### src/rtl/feature_col_fetch_pkg.sv
// -----------------------------------------------------------------------------
// feature_col_fetch_pkg
// Shared constants for the feature-column fetch slice: tensor geometry,
// feature-buffer address width, window counter width, FSM state encodings
// and the column address adder used by the fetch logic.
// -----------------------------------------------------------------------------
package feature_col_fetch_pkg;

    localparam int Tn              = 4;
    localparam int KERNEL_SIZE     = 5;
    localparam int FEATURE_WIDTH   = 16;
    localparam int FEAT_ADDR_WIDTH = 10;
    localparam int CNT_WIDTH       = 8;

    // One feature-buffer word: KERNEL_SIZE rows of one column for Tn channels.
    localparam int COL_WIDTH = Tn * KERNEL_SIZE * FEATURE_WIDTH;

    // Column index within a window burst.
    localparam int IDX_WIDTH = $clog2(KERNEL_SIZE);

    // FSM state encodings.
    localparam logic [2:0] ST_IDLE       = 3'd0;
    localparam logic [2:0] ST_ISSUE      = 3'd1;
    localparam logic [2:0] ST_WAIT_SHIFT = 3'd2;
    localparam logic [2:0] ST_HANDOFF    = 3'd3;
    localparam logic [2:0] ST_FIN        = 3'd4;

    typedef enum logic [2:0] {
        S_IDLE       = ST_IDLE,
        S_ISSUE      = ST_ISSUE,
        S_WAIT_SHIFT = ST_WAIT_SHIFT,
        S_HANDOFF    = ST_HANDOFF,
        S_FIN        = ST_FIN
    } fetch_state_t;

    // Address plus a 4-bit step, step zero-extended, result wraps at the
    // top of the feature buffer.
    function automatic logic [FEAT_ADDR_WIDTH-1:0] col_addr_add(
        input logic [FEAT_ADDR_WIDTH-1:0] addr,
        input logic [3:0]                 step
    );
        return addr + {{(FEAT_ADDR_WIDTH-4){1'b0}}, step};
    endfunction

endpackage

### src/rtl/feature_col_fetch_col_addr_gen.sv
// -----------------------------------------------------------------------------
// col_addr_gen
// Column pointer and read-burst generator. Holds the window start pointer
// (col_ptr) and issues a KERNEL_SIZE-long read burst at col_ptr+j.
//   clk, rst     : clock, asynchronous active-high reset
//   load         : col_ptr <= base_addr (restart of a job)
//   step         : col_ptr <= col_ptr + col_stride (window advance)
//   launch       : start a burst from the updated pointer on the next cycle
//   base_addr    : job start address
//   col_stride   : column step between windows
//   rd_en/rd_addr: registered feature-buffer read strobe and address
//   last_col     : the current read is the final column of the burst
// -----------------------------------------------------------------------------
module col_addr_gen
    import feature_col_fetch_pkg::*;
(
    input  logic                       clk,
    input  logic                       rst,
    input  logic                       load,
    input  logic                       step,
    input  logic                       launch,
    input  logic [FEAT_ADDR_WIDTH-1:0] base_addr,
    input  logic [3:0]                 col_stride,
    output logic                       rd_en,
    output logic [FEAT_ADDR_WIDTH-1:0] rd_addr,
    output logic                       last_col
);

    localparam logic [IDX_WIDTH-1:0] LAST_IDX = IDX_WIDTH'(KERNEL_SIZE - 1);

    logic [FEAT_ADDR_WIDTH-1:0] col_ptr_r;
    logic [FEAT_ADDR_WIDTH-1:0] next_ptr_s;
    logic [FEAT_ADDR_WIDTH-1:0] rd_addr_r;
    logic [IDX_WIDTH-1:0]       col_idx_r;
    logic                       rd_en_r;

    // Next window start pointer: restart wins over a stride step.
    always_comb begin
        next_ptr_s = col_ptr_r;
        if (load) begin
            next_ptr_s = base_addr;
        end else if (step) begin
            next_ptr_s = col_addr_add(col_ptr_r, col_stride);
        end else begin
            next_ptr_s = col_ptr_r;
        end
    end

    // Pointer register and burst sequencer; a launch uses the pointer value
    // being written this edge so the first read needs no extra cycle.
    always_ff @(posedge clk or posedge rst) begin
        if (rst) begin
            col_ptr_r <= {FEAT_ADDR_WIDTH{1'b0}};
            rd_addr_r <= {FEAT_ADDR_WIDTH{1'b0}};
            col_idx_r <= {IDX_WIDTH{1'b0}};
            rd_en_r   <= 1'b0;
        end else begin
            col_ptr_r <= next_ptr_s;
            if (launch) begin
                rd_en_r   <= 1'b1;
                rd_addr_r <= next_ptr_s;
                col_idx_r <= {IDX_WIDTH{1'b0}};
            end else if (rd_en_r && (col_idx_r != LAST_IDX)) begin
                rd_addr_r <= col_addr_add(rd_addr_r, 4'd1);
                col_idx_r <= col_idx_r + IDX_WIDTH'(1);
            end else begin
                rd_en_r   <= 1'b0;
                col_idx_r <= {IDX_WIDTH{1'b0}};
            end
        end
    end

    assign rd_en    = rd_en_r;
    assign rd_addr  = rd_addr_r;
    assign last_col = rd_en_r && (col_idx_r == LAST_IDX);

endmodule

### src/rtl/feature_col_fetch.sv
// -----------------------------------------------------------------------------
// feature_col_fetch
// Feeds the vertical window register stage: for each of num_win windows it
// reads KERNEL_SIZE consecutive feature-buffer columns, forwards them on
// dia_0 or dia_1, pulses enable at the first column, waits for shift_done
// and then offers the window to the PE array with win_valid/win_ready.
// Ports:
//   clk, rst              : clock, asynchronous active-high reset
//   start                 : launch pulse (IDLE only)
//   bank_sel, base_addr,
//   col_stride, num_win   : job parameters, latched at start
//   rd_en, rd_addr, rd_data: feature-buffer read port (1-cycle latency)
//   dia_0, dia_1          : column data to the shift stage, per bank
//   enable, in_select,
//   shift_mod, shift_done : shift stage control/handshake
//   win_valid, win_ready  : window handoff to the PE array
//   busy, done            : job status
// -----------------------------------------------------------------------------
module feature_col_fetch
    import feature_col_fetch_pkg::*;
(
    input  logic                       clk,
    input  logic                       rst,
    input  logic                       start,
    input  logic                       bank_sel,
    input  logic [FEAT_ADDR_WIDTH-1:0] base_addr,
    input  logic [3:0]                 col_stride,
    input  logic [CNT_WIDTH-1:0]       num_win,
    output logic                       rd_en,
    output logic [FEAT_ADDR_WIDTH-1:0] rd_addr,
    input  logic [COL_WIDTH-1:0]       rd_data,
    output logic [COL_WIDTH-1:0]       dia_0,
    output logic [COL_WIDTH-1:0]       dia_1,
    output logic                       enable,
    output logic                       in_select,
    output logic                       shift_mod,
    input  logic                       shift_done,
    output logic                       win_valid,
    input  logic                       win_ready,
    output logic                       busy,
    output logic                       done
);

    fetch_state_t         state_r;
    logic                 bank_r;
    logic [3:0]           stride_r;
    logic [CNT_WIDTH-1:0] num_win_r;
    logic [CNT_WIDTH-1:0] win_cnt_r;
    logic                 enable_r;
    logic                 in_select_r;
    logic                 win_valid_r;
    logic                 busy_r;
    logic                 done_r;
    logic                 rd_vld_r;
    logic [COL_WIDTH-1:0] dia_0_r;
    logic [COL_WIDTH-1:0] dia_1_r;

    logic start_acc_s;
    logic xfer_s;
    logic last_win_s;
    logic load_s;
    logic step_s;
    logic launch_s;
    logic rd_en_s;
    logic last_col_s;

    // Handshake decode feeding the address generator and the FSM.
    always_comb begin
        start_acc_s = (state_r == S_IDLE) && start;
        xfer_s      = (state_r == S_HANDOFF) && win_valid_r && win_ready;
        last_win_s  = ((win_cnt_r + CNT_WIDTH'(1)) == num_win_r);
        load_s      = start_acc_s;
        step_s      = xfer_s;
        launch_s    = (start_acc_s && (num_win != {CNT_WIDTH{1'b0}}))
                   || (xfer_s && !last_win_s);
    end

    col_addr_gen u_col_addr_gen (
        .clk        (clk),
        .rst        (rst),
        .load       (load_s),
        .step       (step_s),
        .launch     (launch_s),
        .base_addr  (base_addr),
        .col_stride (stride_r),
        .rd_en      (rd_en_s),
        .rd_addr    (rd_addr),
        .last_col   (last_col_s)
    );

    // Window sequencing FSM with registered control outputs.
    always_ff @(posedge clk or posedge rst) begin
        if (rst) begin
            state_r     <= S_IDLE;
            bank_r      <= 1'b0;
            stride_r    <= 4'd0;
            num_win_r   <= {CNT_WIDTH{1'b0}};
            win_cnt_r   <= {CNT_WIDTH{1'b0}};
            enable_r    <= 1'b0;
            in_select_r <= 1'b0;
            win_valid_r <= 1'b0;
            busy_r      <= 1'b0;
            done_r      <= 1'b0;
        end else begin
            enable_r <= 1'b0;
            done_r   <= 1'b0;
            case (state_r)
                S_IDLE: begin
                    if (start) begin
                        bank_r    <= bank_sel;
                        stride_r  <= col_stride;
                        num_win_r <= num_win;
                        win_cnt_r <= {CNT_WIDTH{1'b0}};
                        busy_r    <= 1'b1;
                        if (num_win == {CNT_WIDTH{1'b0}}) begin
                            state_r <= S_FIN;
                            done_r  <= 1'b1;
                        end else begin
                            state_r     <= S_ISSUE;
                            enable_r    <= 1'b1;
                            in_select_r <= bank_sel;
                        end
                    end
                end
                S_ISSUE: begin
                    if (last_col_s) begin
                        state_r <= S_WAIT_SHIFT;
                    end
                end
                S_WAIT_SHIFT: begin
                    if (shift_done) begin
                        state_r     <= S_HANDOFF;
                        win_valid_r <= 1'b1;
                    end
                end
                S_HANDOFF: begin
                    if (xfer_s) begin
                        win_valid_r <= 1'b0;
                        win_cnt_r   <= win_cnt_r + CNT_WIDTH'(1);
                        if (last_win_s) begin
                            state_r     <= S_FIN;
                            done_r      <= 1'b1;
                            in_select_r <= 1'b0;
                        end else begin
                            // Next window starts straight away, no bubble.
                            state_r  <= S_ISSUE;
                            enable_r <= 1'b1;
                        end
                    end
                end
                S_FIN: begin
                    state_r <= S_IDLE;
                    busy_r  <= 1'b0;
                end
                default: begin
                    state_r     <= S_IDLE;
                    busy_r      <= 1'b0;
                    win_valid_r <= 1'b0;
                    in_select_r <= 1'b0;
                end
            endcase
        end
    end

    // Column data path: read data arrives one cycle after rd_en and is
    // registered into the selected bank; the other bank keeps its value.
    always_ff @(posedge clk or posedge rst) begin
        if (rst) begin
            rd_vld_r <= 1'b0;
            dia_0_r  <= {COL_WIDTH{1'b0}};
            dia_1_r  <= {COL_WIDTH{1'b0}};
        end else begin
            rd_vld_r <= rd_en_s;
            if (rd_vld_r) begin
                if (bank_r) begin
                    dia_1_r <= rd_data;
                end else begin
                    dia_0_r <= rd_data;
                end
            end
        end
    end

    assign rd_en     = rd_en_s;
    assign dia_0     = dia_0_r;
    assign dia_1     = dia_1_r;
    assign enable    = enable_r;
    assign in_select = in_select_r;
    assign shift_mod = 1'b0;
    assign win_valid = win_valid_r;
    assign busy      = busy_r;
    assign done      = done_r;

endmodule

### config.mk
export PLATFORM = sky130hd
export DESIGN_NAME = feature_col_fetch
export DESIGN_NICKNAME = d
export VERILOG_FILES = /design/src/rtl/feature_col_fetch_pkg.sv /design/src/rtl/feature_col_fetch_col_addr_gen.sv /design/src/rtl/feature_col_fetch.sv
export SDC_FILE = /design/constraint.sdc
export NUM_CORES = 1
export LEC_CHECK = 0
export CORE_AREA = 2 2 392 394
export CTS_BUF_LIST = sky130_fd_sc_hd__clkbuf_4 sky130_fd_sc_hd__clkbuf_8 sky130_fd_sc_hd__clkbuf_16
export DETAILED_ROUTE_END_ITERATION = 12
export DIE_AREA = 0 0 394 396
export PLACE_DENSITY_LB_ADDON = 0.05
export SYNTH_ARGS = -nofsm -noshare
export SYNTH_HDL_FRONTEND = slang
export SYNTH_SLANG_ARGS = --single-unit
### constraint.sdc
create_clock -name clk -period 57.9 [get_ports clk]
set_input_delay 11.58 -clock clk [delete_from_list [all_inputs] [get_ports clk]]
set_output_delay 11.58 -clock clk [all_outputs]
set_load 0.01 [all_outputs]
* Word-level counts from Yosys, hierarchy flattened *
Index checks and enable logic that the tools add are counted.
Widths: inputs -> output; s select.

cells by class
  equal/unequal tests = 14
  multiplexer cells = 38
  bitwise operators = 4
  reduce and logical (&&, ||, !) cells = 25
  $add $sub $neg = 4

operator list
  kind                   count
  $mux 10                4
  $mux 3                 8
  $mux 1                 17
  $mux 8                 2
  $pmux 8 s2             1
  $ne 2x2->1 const B     7
  $pmux 3 s4             1
  $add 10x1->10 const B  1
  $add 10x4->10          1
  $reduce_or 3->1        3
  $add 8x1->8 const B    1
  $eq 8x8->1             1
  $logic_not 8->1        1
  $reduce_and 2->1       4
  $reduce_bool 8->1      1
  $logic_and 1x1->1      7
  $eq 3x2->1 const B     2
  $eq 3x3->1 const B     2
  $pmux 1 s2             3
  $pmux 1 s3             2
  $reduce_and 3->1       2
  $reduce_and 5->1       1
  $not 1->1              4
  $reduce_and 4->1       1
  other kinds (7)        8

storage, ports and cells
  input bits = 348
  word-level logic and storage cells = 102
  bits in registers = 694
  output and inout port bits = 657

* Logic depth before layout (Yosys ltp) *
Gate-level depths: netlist of the first run.

  depth after elaboration = 6
  depth in mapped cells = 8
  mapped depth without buffers = 8

* Cells and area by module *
From an unflattened synthesis of the first run, not the netlist that was laid out.

second synthesis, totals
  cells, all modules = 1687
  area, all modules = 26669.3 um2

by module, submodules not included
  module             times used  sequential area each (um2)  cells an instance  area an instance (um2)
  feature_col_fetch  1           16766.1                     1547               25269.2
  col_addr_gen       1           600.6                       140                1400.1

* Worst setup path after synthesis of the first run *
No wires, ideal clock.

  path type = input to register
  from = in start
  to = reg u_col_addr_gen.rd_addr_r[0], in the netlist u_col_addr_gen.rd_addr[0]
  buffers on the path = 1
  path slack = 44.935 ns
  arrival = 12.840 ns
  required time = 57.775 ns
  setup time = 0.125 ns
  cell stages on the path = 6
  cells stage by stage = nand2b_1 > nor3_1 > nand2_1 > o21ai_2 > buf_6 > mux2_4

on the way
  cells in the longest elaborated chain, start to end = 4
  elaborated cells on any way between the ends = 6
  classes of those cells = 2 x mux; 4 x reduce/logical

RTL lines
  element                                       line                                  text
  from (decl)                                   feature_col_fetch.sv:24               input logic start,
  $logic_and 1x1->1 *                           feature_col_fetch.sv:69               start_acc_s = (state_r == S_IDLE) && start;
  $logic_and 1x1->1                             feature_col_fetch.sv:74               launch_s = (start_acc_s && (num_win != {CNT_WIDTH{1'b0}}))
  $logic_or 1x1->1                              feature_col_fetch.sv:75               || (xfer_s && !last_win_s);
  $mux 10 or $reduce_bool 2->1 (tied branches)  -
  to (signal assigned)                          feature_col_fetch_col_addr_gen.sv:54  rd_addr_r <= {FEAT_ADDR_WIDTH{1'b0}};
  to (signal assigned)                          feature_col_fetch_col_addr_gen.sv:61  rd_addr_r <= next_ptr_s;
  to (signal assigned)                          feature_col_fetch_col_addr_gen.sv:64  rd_addr_r <= col_addr_add(rd_addr_r, 4'd1);
  to (decl)                                     feature_col_fetch_col_addr_gen.sv:33  logic [FEAT_ADDR_WIDTH-1:0] rd_addr_r;

Mark *: on every way between the ends. The rest lies on a longest branch, timed or not.
A chain may end at the register's enable or synchronous reset.

==> results.md, run 1 <==
- Status: finished clean
- Antenna Nets Post-Route: 0
- Register bit total from synthesis: a little under 700
- Cell family with most CP delay: buffers and inverters
- CP max FO: 107
- Post-Synth Simple-Gate Area: 1.84%
- Core Area: 152000 um2
- Final Util: between 20 and 30%
- Max IR drop VDD: approximately 0.029 mV
- IO Port Bufs: between 1000 and 1500
- Synth Area in Adders: less than 1%
- Clock Tree Root: clkbuf_16
- First-pass GRT wire length: 160000 um
- Initial antenna violation count: 33
- Final Skew: between 0.03 and 0.04 ns
- Buf/Inv on CP: 5
- CTS Buf Count: approximately 90
- Part of the cycle the worst path needs: 24.7%
- WL/cell: ~24 um
- Register area share after synthesis: approximately 66%
- Nets: around 3000
- Final setup vio count: 0
- DRT iter0 DRCs: 621
- Nature of the critical path endpoint: asynchronous set/reset pin
- EDFF count, synth: 0
- Max incr delay on CP: a little under 0.8 ns
- Mux share of post-synthesis cell area: around 28%
- Required @ worst endpoint: between 50 and 60 ns
- Startpoint type of the worst setup path: primary input
- Die height: 396 um
- Post-CTS Setup Bufs: 0
- Post-CTS Resized: 0
- Setup ws final: 43.61 ns
- Final instance area: 41900 um2
- DP Worst Slack: between 40 and 50 ns
- Post-Syn Area: between 20000 and 30000 um2
- Largest net degree at the start of global routing: about 150
- Cells after synthesis: roughly 1600
- Total grt overflow: 0
- Leak Pwr: 16.8 nW
- Synth warnings: 0
- GRT Total Usage: between 10 and 15%
- Post-Syn Nets: roughly 2000
- Total power: around 2.7 mW
- Placed cell area: ~39000 um2
- Die W: 394 um
- Most frequent cells in the layout: clkdlybuf4s50_1, dfrtp_1, mux2_2, clkbuf_16, nand2_1
- Hold depth: 1
- CTS max path bufs: 3
- Avg Cell Area, Syn: 16.1 um2
- Maximum clock frequency: between 60 and 70 MHz
- Number of remaining DRC errors: 0
- RSZ-0062 raised after global routing: no
- DP HPWL: 85700 um
- Slew @ Worst Pin: about 1.1 ns
- Setup crit end: in_select$_DFFE_PP0P_
- Rows: ~140
- Max-cap violations: 0
- DRT Pass-1 Iters: 6
- # hold bufs at CTS: 0
- Worst reg-to-reg path cell count: 5
- Critical Path Source: rst
- Clock transition at path regs: roughly 0.060 ns
- CP Depth: 5
- Arrival time worst endpoint: 14.95 ns
- Final Hold Viols: 0
- Rel. slew slack: about 28%
- Setup TNS: 0 ns
- Share of layout cells above drive strength 1: a little under a third
- HP Class: reg2reg
- Post-Synth XOR/XNOR Area: less than 1%
- # H-tree levels: 3
- Area growth from synthesis to layout: 58.5%
- Most common cell after layout, fill and taps aside: clkdlybuf4s50_1
- Critical path class: in2async
- Via count: 18000
- Power per Cell Area: ~65 nW/um2
- Filler cells: 15500
- Critical-path cell list: clkdlybuf4s50_1 -> inv_8 -> buf_4 -> buf_4 -> buf_4
- R2R setup slack: around 55 ns
- Largest family of logic cells by synthesized area: multiplexers
- Post-synthesis compound-gate area fraction: under 10%
- Final WL: 114000 um
- I/O pin count: roughly 1000
- R2R Path End: dia_0[269]$_DFFE_PP0P_
- Vias in the first global route: a little over 20000
- Ys async rst share: 100%
- Slowest cell on the critical path: buf_4
- Final min period: 14.29 ns
- Worst-skew pair later-pin latency: 0.69 ns
- Slew Viols, Final: 0
- Avg Vias per Cell: roughly 3.8
- CP most frequent cell: buf_4
- GP Congestion: around 0.8
- Post-synthesis cell type count: 48
- Number of clock sinks: 694
- Top_reg_cell synth: dfrtp_1
- Initial Util: 17.4%
- Die ar.: approximately 160000 um2
- CTS tree: done
- FF-to-FF Start: bank_r$_DFFE_PP0P_
state kept, by name, indices dropped and copies added (netlist names):
| name | flops |
|---|---|
| dia_0 | 320 |
| num_win_r | 8 |
| u_col_addr_gen.col_idx_r | 3 |
| done | 1 |
| u_col_addr_gen.rd_addr | 10 |
| state_r | 3 |
| win_cnt_r | 8 |
| u_col_addr_gen.col_ptr_r | 10 |
| busy | 1 |
| stride_r | 4 |
| win_valid | 1 |
| bank_r | 1 |
| rd_vld_r | 1 |
| enable | 1 |
| dia_1 | 320 |
| u_col_addr_gen.rd_en | 1 |
| in_select | 1 |
per-stage QoR:
step,cells,hold slack (ns)
after global placement,4607,0.459
after detailed placement,4607,0.461
after CTS,4764,0.469
after floorplan,1639,0.440
final,4772,0.466
after global routing,4765,0.506
routing by layer:
| metal | track usage [%] | vias up | wire length (um) |
|---|---|---|---|
| met4 | 3.23 | 32 | 2920 |
| met2 | 26.5 | 683 | 60000 |
| li1 | - | 7884 | - |
| met5 | 0 | - | 211 |
| met1 | 14.0 | 9265 | 38600 |
| met3 | 7.55 | 170 | 12400 |
cell usage after synthesis (all sizes together), types with 2 or more instances:
| cell | count | share of area (%) |
|---|---|---|
| mux2 | 663 | 28 |
| nor2 | 13 | 0.18 |
| clkbuf | 76 | 1.1 |
| o21ai | 26 | 0.51 |
| ha | 8 | 0.38 |
| nand3 | 9 | 0.17 |
| nor3 | 11 | 0.23 |
| nor4 | 3 | 0.13 |
| o21bai | 2 | 0.057 |
| nand3b | 3 | 0.085 |
| mux2i | 2 | 0.076 |
| or3 | 3 | 0.071 |
| inv | 6 | 0.085 |
| o31ai | 2 | 0.057 |
| dfrtp | 694 | 66 |
| buf | 8 | 0.21 |
| nand4 | 4 | 0.095 |
| nand2b | 2 | 0.047 |
| o21a | 3 | 0.085 |
| and3 | 5 | 0.12 |
| xnor2 | 23 | 0.76 |
| nand2 | 33 | 0.47 |
| a21oi | 14 | 0.27 |
| a21o | 2 | 0.057 |
| and4 | 2 | 0.066 |
| xor2 | 7 | 0.23 |
power by group:
| group | internal [mW] | switching, mW | leakage, nW |
|---|---|---|---|
| combinational | 0.721 | 0.563 | 7.14 |
| sequential | 0.735 | 0.143 | 8.13 |
| clock | 0.338 | 0.228 | 1.51 |
kinds of logic after synthesis:
kind of cell | count (synthesis)
DFF | 694
muxes | 665
and+or+nand+nor | 94
buffers and inverters | 90
AOI/OAI and AO/OA | 56
xor gates and xnor gates | 30
adders and majority gates | 9
other | 1
area by class of cell:
type / count / area (um2) / area share [%]
Sequential cell: 694 / 17400 / 41.4
Timing Repair Buffer: 1022 / 10200 / 24.4
Multi-Input combinational cell: 855 / 8720 / 20.8
Clock buffer: 136 / 2800 / 6.68
Tap cell: 2030 / 2540 / 6.06
Clock inverter: 21 / 209 / 0.499
Inverter: 6 / 30.0 / 0.0717
Antenna cell: 8 / 20.0 / 0.0478
how the worst min path moves through the flow:
stage,startpoint,to,slack (ns)
2_1_floorplan,u_col_addr_gen.col_idx_r[0]$_DFF_PP0_,u_col_addr_gen.col_idx_r[0]$_DFF_PP0_,0.44
3_3_place_gp,u_col_addr_gen.col_idx_r[0]$_DFF_PP0_,u_col_addr_gen.col_idx_r[0]$_DFF_PP0_,0.46
3_5_place_dp,u_col_addr_gen.col_idx_r[0]$_DFF_PP0_,u_col_addr_gen.col_idx_r[0]$_DFF_PP0_,0.46
4_1_cts,u_col_addr_gen.col_idx_r[0]$_DFF_PP0_,u_col_addr_gen.col_idx_r[0]$_DFF_PP0_,0.47
5_1_grt,u_col_addr_gen.col_idx_r[0]$_DFF_PP0_,u_col_addr_gen.col_idx_r[0]$_DFF_PP0_,0.51
6_report,u_col_addr_gen.col_idx_r[0]$_DFF_PP0_,u_col_addr_gen.col_idx_r[0]$_DFF_PP0_,0.47
No activity file was read; power rests on OpenSTA's default activity.
==> inputs of run 2 (changes only) <==
--- a/config.mk
+++ b/config.mk
@@ -5,10 +5,10 @@
 export SDC_FILE = /design/constraint.sdc
 export NUM_CORES = 1
 export LEC_CHECK = 0
-export CORE_AREA = 2 2 392 394
+export CORE_AREA = 2 2 397 399
 export CTS_BUF_LIST = sky130_fd_sc_hd__clkbuf_4 sky130_fd_sc_hd__clkbuf_8 sky130_fd_sc_hd__clkbuf_16
 export DETAILED_ROUTE_END_ITERATION = 12
-export DIE_AREA = 0 0 394 396
+export DIE_AREA = 0 0 399 401
 export PLACE_DENSITY_LB_ADDON = 0.05
 export SYNTH_ARGS = -nofsm -noshare
 export SYNTH_HDL_FRONTEND = slang
==> constraint.sdc (replaced) <==
create_clock -name clk -period 14.4 [get_ports clk]
set_input_delay 2.88 -clock clk [delete_from_list [all_inputs] [get_ports clk]]
set_output_delay 2.88 -clock clk [all_outputs]
set_load 0.01 [all_outputs]
==> results.md, run 2 (synthesized netlist as in run 1, its figures left out) <==
- Status: finished clean (unchanged)
- Final min period: around 5 ns
- Arrival time worst endpoint: 5.77 ns (was 14.95 ns)
- Vias in the first global route: 20000 (was 20200)
- Startpoint type of the worst setup path: primary input (unchanged)
- Clock Tree Root: clkbuf_16 (unchanged)
- Slowest cell on the critical path: buf_4 (unchanged)
- # hold bufs at CTS: 0 (unchanged)
- Antenna Nets Post-Route: 0 (unchanged)
- Die W: 399 um (was 394 um)
- Post-CTS Setup Bufs: 0 (unchanged)
- CP most frequent cell: buf_12 (was buf_4)
- Post-CTS Resized: 0 (unchanged)
- Initial Util: 17.0% (was 17.4%)
- Post-Layout Cell Count: 4805 (was 4772)
- Clock transition at path regs: 0.05 ns (was 0.06 ns)
- Leak Pwr: 16.8 nW (about the same)
- RSZ-0062 raised after global routing: no (unchanged)
- Comb pwr share: 46.8% (was 47.1%)
- Final Skew: 0.0325 ns (was 0.0343 ns)
- Clk pwr share: 21.2% (was 20.8%)
- Final Hold Viols: 0 (unchanged)
- DRT Pass-1 Iters: 4 (was 6)
- Max incr delay on CP: 0.86 ns (was 0.79 ns)
- Required @ worst endpoint: 15.06 ns (was 58.56 ns)
- Part of the cycle the worst path needs: 35.4%
- GP Congestion: 0.773 (was 0.793)
- CTS Buf Count: 93 (was 92)
- Sequential share of power: 32.0% (was 32.2%)
- First-pass GRT wire length: 159000 um (was 160000 um)
- Number of clock sinks: 694 (unchanged)
- Worst Hold Slack: 0.472 ns (was 0.466 ns)
- Rel. slew slack: 30.6% (was 28.0%)
- Nature of the critical path endpoint: asynchronous set/reset pin (unchanged)
- R2R setup slack: 10.05 ns (was 54.56 ns)
- Sw Ratio: 34.0% (was 34.2%)
- Maximum clock frequency: approximately 200 MHz
- DRT iter0 DRCs: 576 (was 621)
- GRT Total Usage: 13.9% (was 14.3%)
- Share of layout cells above drive strength 1: 31.0% (was 30.9%)
- Buf/Inv on CP: 5 (unchanged)
- Avg Vias per Cell: 3.74 (was 3.78)
- CP max FO: 153 (was 107)
- Die height: 401 um (was 396 um)
- Area growth from synthesis to layout: 59.0% (was 58.5%)
- Core Area: 156000 um2 (was 152000 um2)
- DP HPWL: 84800 um (was 85700 um)
- Worst-skew pair later-pin latency: 0.68 ns (was 0.69 ns)
- DP Worst Slack: 8.41 ns (was 42.61 ns)
- Cell family with most CP delay: buffers and inverters (unchanged)
- Final setup vio count: 0 (unchanged)
- WL/cell: 23.7 um (was 23.9 um)
- CTS tree: done (unchanged)
- Die ar.: 160000 um2 (was 156000 um2)
- Rows: 145 (was 143)
- Most common cell after layout, fill and taps aside: clkdlybuf4s50_1 (unchanged)
- Nets: 3028 (unchanged)
- Power per Cell Area: 262 nW/um2 (was 65.1 nW/um2)
- Final WL: 114000 um (about the same)
- I/O pin count: 1005 (unchanged)
- Setup ws final: 9.30 ns (was 43.61 ns)
- Largest net degree at the start of global routing: 154 (was 153)
- Total grt overflow: 0 (unchanged)
- Slew @ Worst Pin: 1.04 ns (was 1.08 ns)
- Placed insts: 4634 (was 4607)
- Most frequent cells in the layout: clkdlybuf4s50_1, dfrtp_1, mux2_2, clkbuf_16, nand2_1 (unchanged)
- Max-cap violations: 0 (unchanged)
- CTS max path bufs: 3 (unchanged)
- Critical-path cell list: clkdlybuf4s50_1 -> clkinvlp_4 -> buf_12 -> buf_4 -> buf_12 (was clkdlybuf4s50_1 -> inv_8 -> buf_4 -> buf_4 -> buf_4)
- IO Port Bufs: 1003 (unchanged)
- # H-tree levels: 3 (unchanged)
- HP Class: reg2reg (unchanged)
- Internal Power: 7.26 mW (was 1.79 mW)
- Initial antenna violation count: 35 (was 33)
- Slew Viols, Final: 0 (unchanged)
- Critical path class: in2async (unchanged)
- Via count: 18000 (about the same)
- Number of remaining DRC errors: 0 (unchanged)
- Setup TNS: 0 ns (unchanged)
- Max IR drop VDD: 0.187 mV (was 0.0294 mV)
- Psw: 3.74 mW (was 0.934 mW)
==> run 2: cell types whose count changed in the layout (fill, tap and decap cells not counted), moves of 2 or more <==
cell and change:
clkbuf_8 -2, clkbuf_4 +5, buf_4 -2, bufinv_16 +2
==> run 2: through the flow <==
| stage | instance area [um2] | utilization [%] | power [mW] |
|---|---|---|---|
| final | 42000 | 27.0 | 11.0 |
| after detailed placement | 38900 | 25.0 | 8.86 |
| after CTS | 42000 | 27.0 | 11.3 |
| after floorplan | 26400 | - | 5.76 |
| after global placement | 38900 | 25.0 | 8.84 |
| after global routing | 42000 | 27.0 | 11.7 |
==> run 2: cell type report <==
class                      instances  area (um2)
antenna                            9        22.5
timing repair buffer            1021       10200
multi-input combinational        855        8720
sequential                       694       17400
tap                             2058        2570
clock buffer                     140        2830
clock inverter                    22         262
inverter                           6        26.3
fill                           16000      114000
==> run 2: worst paths after layout <==
path,start,endpoint,cells past startpoint
min in group asynchronous,rst,dia_0[86]$_DFFE_PP0P_,3
max,rst,dia_1[313]$_DFFE_PP0P_,5
max reg2reg,bank_r$_DFFE_PP0P_,dia_0[118]$_DFFE_PP0P_,5
max in group clk,win_ready,u_col_addr_gen.rd_addr[5]$_DFFE_PP0P_,5
min,u_col_addr_gen.col_idx_r[0]$_DFF_PP0_,u_col_addr_gen.col_idx_r[0]$_DFF_PP0_,1
min reg2reg,u_col_addr_gen.col_idx_r[0]$_DFF_PP0_,u_col_addr_gen.col_idx_r[0]$_DFF_PP0_,1
==> run 2: metal layers <==
layer | up-vias | routed length [um] | GRT usage, % | share of wire [%]
li1 | 7890 | - | - | -
met1 | 9166 | 38800 | 13.8 | 34
met2 | 698 | 58500 | 24.7 | 51
met3 | 188 | 12700 | 7.14 | 11
met4 | 40 | 3510 | 4.81 | 3.1
met5 | - | 246 | 0 | 0.22
==> run 2: power by group through the flow <==
stage	sequential, mW	combinational, mW	clock [mW]
after detailed placement	3.56	5.30	0
after global placement	3.54	5.30	0
final	3.52	5.15	2.33
after floorplan	3.91	1.85	0
after global routing	3.67	5.49	2.52
after CTS	3.55	5.32	2.45
